--- src/rtl/wb_arbiter.sv ---
// Write-back arbiter: merges ALU and load-unit results into one register-bank write port
// with a round-robin pointer, one-cycle registered write and read-port bypass flags.
module wb_arbiter #(
    parameter int PRIO_LSU = 1
) (
    input  logic        clk,
    input  logic        rst_n,
    input  logic        STALL,
    input  logic        ALU_VALID,
    input  logic [4:0]  ALU_DIR,
    input  logic [31:0] ALU_DATA,
    output logic        ALU_READY,
    input  logic        LSU_VALID,
    input  logic [4:0]  LSU_DIR,
    input  logic [31:0] LSU_DATA,
    output logic        LSU_READY,
    output logic [4:0]  DIR_WR,
    output logic [31:0] DI,
    output logic        REG_WR,
    input  logic [4:0]  DIR_A,
    input  logic [4:0]  DIR_B,
    output logic        BYP_A,
    output logic        BYP_B,
    output logic [31:0] WB_CNT,
    output logic        fsm_state
);

    // Handshake: a source transfers on a rising edge where its VALID and READY are both
    // high; it holds VALID/DIR/DATA stable until then. READY is purely combinational.

    typedef enum logic {
        FAV_ALU = 1'b0,
        FAV_LSU = 1'b1
    } ptr_t;

    localparam ptr_t RESET_PTR = (PRIO_LSU != 0) ? FAV_LSU : FAV_ALU;

    ptr_t        state_q;
    ptr_t        state_d;
    logic        alu_take;
    logic        lsu_take;
    logic        xfer;
    logic [4:0]  win_dir;
    logic [31:0] win_data;

    // Pointer state register
    always_ff @(posedge clk) begin
        if (!rst_n) begin
            state_q <= RESET_PTR;
        end else begin
            state_q <= state_d;
        end
    end

    // After a transfer the pointer favours whichever source did not win
    always_comb begin
        state_d = state_q;
        if (alu_take) begin
            state_d = FAV_LSU;
        end else if (lsu_take) begin
            state_d = FAV_ALU;
        end
    end

    // Grant outputs; reset and STALL both close the port regardless of VALID
    always_comb begin
        alu_take = 1'b0;
        lsu_take = 1'b0;
        if (rst_n && !STALL) begin
            if (ALU_VALID && LSU_VALID) begin
                if (state_q == FAV_LSU) begin
                    lsu_take = 1'b1;
                end else begin
                    alu_take = 1'b1;
                end
            end else begin
                alu_take = ALU_VALID;
                lsu_take = LSU_VALID;
            end
        end
    end

    assign ALU_READY = alu_take;
    assign LSU_READY = lsu_take;
    assign xfer      = alu_take | lsu_take;
    assign fsm_state = state_q;

    always_comb begin
        win_dir  = ALU_DIR;
        win_data = ALU_DATA;
        if (lsu_take) begin
            win_dir  = LSU_DIR;
            win_data = LSU_DATA;
        end
    end

    // x0 writes still move address/data but never raise the write enable or the counter
    always_ff @(posedge clk) begin
        if (!rst_n) begin
            DIR_WR <= 5'd0;
            DI     <= 32'd0;
            REG_WR <= 1'b0;
            WB_CNT <= 32'd0;
        end else if (xfer) begin
            DIR_WR <= win_dir;
            DI     <= win_data;
            REG_WR <= (win_dir != 5'd0);
            if ((win_dir != 5'd0) && (WB_CNT != 32'hFFFF_FFFF)) begin
                WB_CNT <= WB_CNT + 32'd1;
            end
        end else begin
            REG_WR <= 1'b0;
        end
    end

    assign BYP_A = REG_WR & (DIR_WR == DIR_A);
    assign BYP_B = REG_WR & (DIR_WR == DIR_B);

endmodule

--- config.mk ---
export PLATFORM = sky130hd
export DESIGN_NAME = wb_arbiter
export DESIGN_NICKNAME = d
export VERILOG_FILES = /design/src/rtl/wb_arbiter.sv
export SDC_FILE = /design/constraint.sdc
export NUM_CORES = 1
export LEC_CHECK = 0
export CAP_MARGIN = 10
export CORE_AREA = 2 2 92 94
export DETAILED_ROUTE_END_ITERATION = 8
export DIE_AREA = 0 0 94 96
export DONT_BUFFER_PORTS = 1
export PLACE_DENSITY = 0.71
export REMOVE_ABC_BUFFERS = 1
export SYNTH_ARGS = -nofsm -noshare
export SYNTH_HDL_FRONTEND = slang
export SYNTH_SLANG_ARGS = --single-unit
--- constraint.sdc ---
create_clock -name clk -period 2.6 [get_ports clk]
set_clock_uncertainty 0.15 [all_clocks]
set_input_delay 0.39 -clock clk [delete_from_list [all_inputs] [get_ports clk]]
set_output_delay 0.39 -clock clk [all_outputs]
set_load 0.1 [all_outputs]
==> flow_summary_export.csv <==
group,metric,value,unit
floorplan,row_count,33,
place,post-place-cells,545,
clocking,h-tree-depth,3,
clocking,ctsHoldBuffers,0,
drt,routedWlPerCell,17.29,microns
pwr,p_leak,1.627,nW
final_layout,utilization,54.89,%
place,globalplace.congestion,0.8006,
critical_path,path_class,"flop to flop",
drt,routed_wl,9684,microns
floorplan,io_pins,164,
yosys,synth-seq-cells,71,
sta,slew-limit-headroom,60.05,%
sta,max_freq,428.9,MHz
sta,rsz0062_at_grt,"false",
final_layout,instances_no_fill,560,
yosys,syn_inst,389,
sta,finalCritPeriodShare,89.68,%
sta,final_hold_viol_count,0,
final_layout,mostFrequentLayoutCells,"buf_4, dfxtp_1, mux2i_1, nor2_1, a211oi_1",
place,pre_cts_ws,277.0,ps
global_routing,grt.overflow.total,0,
clocking,cts-buffers-inserted,9,
critical_path,cp-start-kind,"flop",
critical_path,endpoint_kind,"flop",
place,port_buffers,0,
final_layout,layout-drive-gt1-share,23.08,%
final_layout,final_common_cell,"buf_4",
clocking,cts.sinks,71,
critical_path,critPathSlowestCell,"or4_1",
drt,routed_via_density,5.898,
floorplan,start_util,44.02,%
yosys,synth_edf_count,0,
floorplan,coreArea,8051,sq um
place,dpl_cell_area,4208,sq um
floorplan,die_w,94,microns
sta,finalSetupTns,0,ps
yosys,ys_warn_count,0,
critical_path,critical_path.max_fanout,20,
sta,maxSlewViolCount,0,
drt,dr_total_vias,3303,
floorplan,die_h,96,microns
final_layout,area_growth,24.67,%
job,maxCapViolations,0,
critical_path,crit_buf_inv,1,
sta,period_needed,2332,ps
drt,drt_pass1_iterations,4,
clocking,clock_path_buffers,2,
critical_path,max_stage_delay,510,ps
critical_path,arrival,2450,ps
global_routing,grt_max_degree,65,
clocking,path_clk_slew,70,ps
pwr,ir_worst_vdd,0.0004076,V
critical_path,cp.depth,7,
yosys,synthFlopType,"dfxtp_1",
yosys,synthesis.area,3545,sq um
yosys,synth.avg_cell_area,9.112,sq um
final_layout,postLayoutCellArea,4419,sq um
pwr,p_per_area,605.5,nW/um^2
drt,drcViolationCount,0,
final_layout,final_nets,541,
yosys,synthDistinctLibCells,42,
yosys,ys_seq_area_share,40.10,%
clocking,cts_tree,"done",
place,hpwlAfterDp,7130,microns
sta,fin_ws,268.2,ps
critical_path,required,2710,ps
sta,tightestPinTransition,597.0,ps
global_routing,grt_pass1_wl,15440,microns
clocking,cts_setup_buffers,0,
clocking,clk_latency,340,ps
global_routing,grt_usage,21.54,%
drt,drt_iter0_markers,118,
critical_path,rr_worst_depth,7,
hold_path,hp-class,"primary input to flop",
yosys,async_flop_share,0,%
floorplan,dieArea,9024,sq um
global_routing,antenna_found_initial,0,
critical_path,crit_family,"simple AND/OR/NAND/NOR gates",
run_status,outcome,"finished clean",
clocking,clockRootBuffer,"clkbuf_8",
hold_path,worstHoldPathCells,1,
final_layout,antennaDiodeCount,0,
critical_path,crit_path_cell_trace,"ha_1 -> nand4_2 -> nor3_2 -> nand4_1 -> buf_4 -> or4_1 -> a21oi_1",
drt,postRouteAntennaNets,0,
global_routing,grt_pass1_vias,3261,
sta,report.final.setup_viol,0,
clocking,cts_resized,0,
[flip-flops by register name, summed over array words and instances (netlist names)]
name	flops
DI	32
WB_CNT	32
DIR_WR	5
REG_WR	1
fsm_state	1
[metrics by stage]
step,hold WS [ps],total power (W)
after floorplan,378.7,0.001631
after global placement,356.2,0.001732
after detailed placement,373.2,0.001740
after CTS,24.04,0.002707
after global routing,25.31,0.002778
final,43.30,0.002676
[final cells by class]
| class | count | area [sq um] |
|---|---|---|
| Clock buffer | 11 | 141.4 |
| Clock inverter | 4 | 70.07 |
| Tap cell | 105 | 131.4 |
| Timing Repair Buffer | 81 | 683.2 |
| Multi-Input combinational cell | 286 | 1964 |
| Fill cell | 730 | 3632 |
| Inverter | 2 | 7.507 |
| Sequential cell | 71 | 1421 |
[where the power goes]
group / switching [W] / internal, W / total (W) / leakage (nW)
clock: 0.000404 / 0.000559 / 0.000963 / 0.109
sequential: 0.0000162 / 0.00113 / 0.00114 / 0.579
combinational: 0.000438 / 0.000131 / 0.000569 / 0.939
total: 0.000858 / 0.00182 / 0.00268 / 1.63
[kinds of logic (layout without fill, tap and decap cells)]
family                   count (synthesis)  in the layout  synth area share, %
AND/OR/NAND/NOR                        135            135                21.67
AO/OA/AOI/OAI                          100            100                19.52
flip-flops                              71             71                40.10
multiplexers                            40             40                11.30
buffers and inverters                   32             98                4.589
XOR/XNOR                                10             10                2.471
adder cells (fa/ha/maj)                  1              1               0.3529
[Yosys cell counts (all sizes together), types with 2 or more instances]
cell	number	share of area [%]
a211oi	37	7.8
a21oi	25	3.5
and2	3	0.53
and3	9	1.6
and4	8	2.0
buf	19	3.2
clkbuf	11	1.2
dfxtp	71	40
inv	2	0.21
mux2i	40	11
nand2	14	1.5
nand2b	3	0.53
nand3	13	1.8
nand4	12	2.6
nor2	40	4.2
nor3	2	0.42
nor4	3	0.53
o21ai	6	0.85
o311ai	4	1.2
o31ai	22	4.7
o41ai	2	0.49
or3	4	0.71
or4	21	4.4
xnor2	2	0.49
xor2	8	2.0
[path summary, 6_finish.rpt]
kind | slack, ps | startpoint | to
worst min-delay path | 40 | ALU_VALID | fsm_state$_SDFFE_PP1N_
worst min register to register | 380 | WB_CNT[29]$_SDFFE_PN0P_ | WB_CNT[29]$_SDFFE_PN0P_
worst max-delay path | 270 | WB_CNT[0]$_SDFFE_PN0P_ | WB_CNT[20]$_SDFFE_PN0P_
worst max register to register | 270 | WB_CNT[0]$_SDFFE_PN0P_ | WB_CNT[20]$_SDFFE_PN0P_
[layer usage]
metal  vias to the layer above  track usage, %  wire [microns]
met1                      1528           25.73            3864
met4                         0           8.575             154
li1                       1629               -               -
met2                       134           36.13            4770
met3                        12           6.813             895
met5                         -               0               0
[worst register-to-register path, cell delays in order, from the launching register on]
cell and delay [ps]:
dfxtp_1 330, ha_1 290, nand4_2 180, nor3_2 300, nand4_1 130, buf_4 210
or4_1 510, a21oi_1 160
No activity file was read; power rests on OpenSTA's default activity.
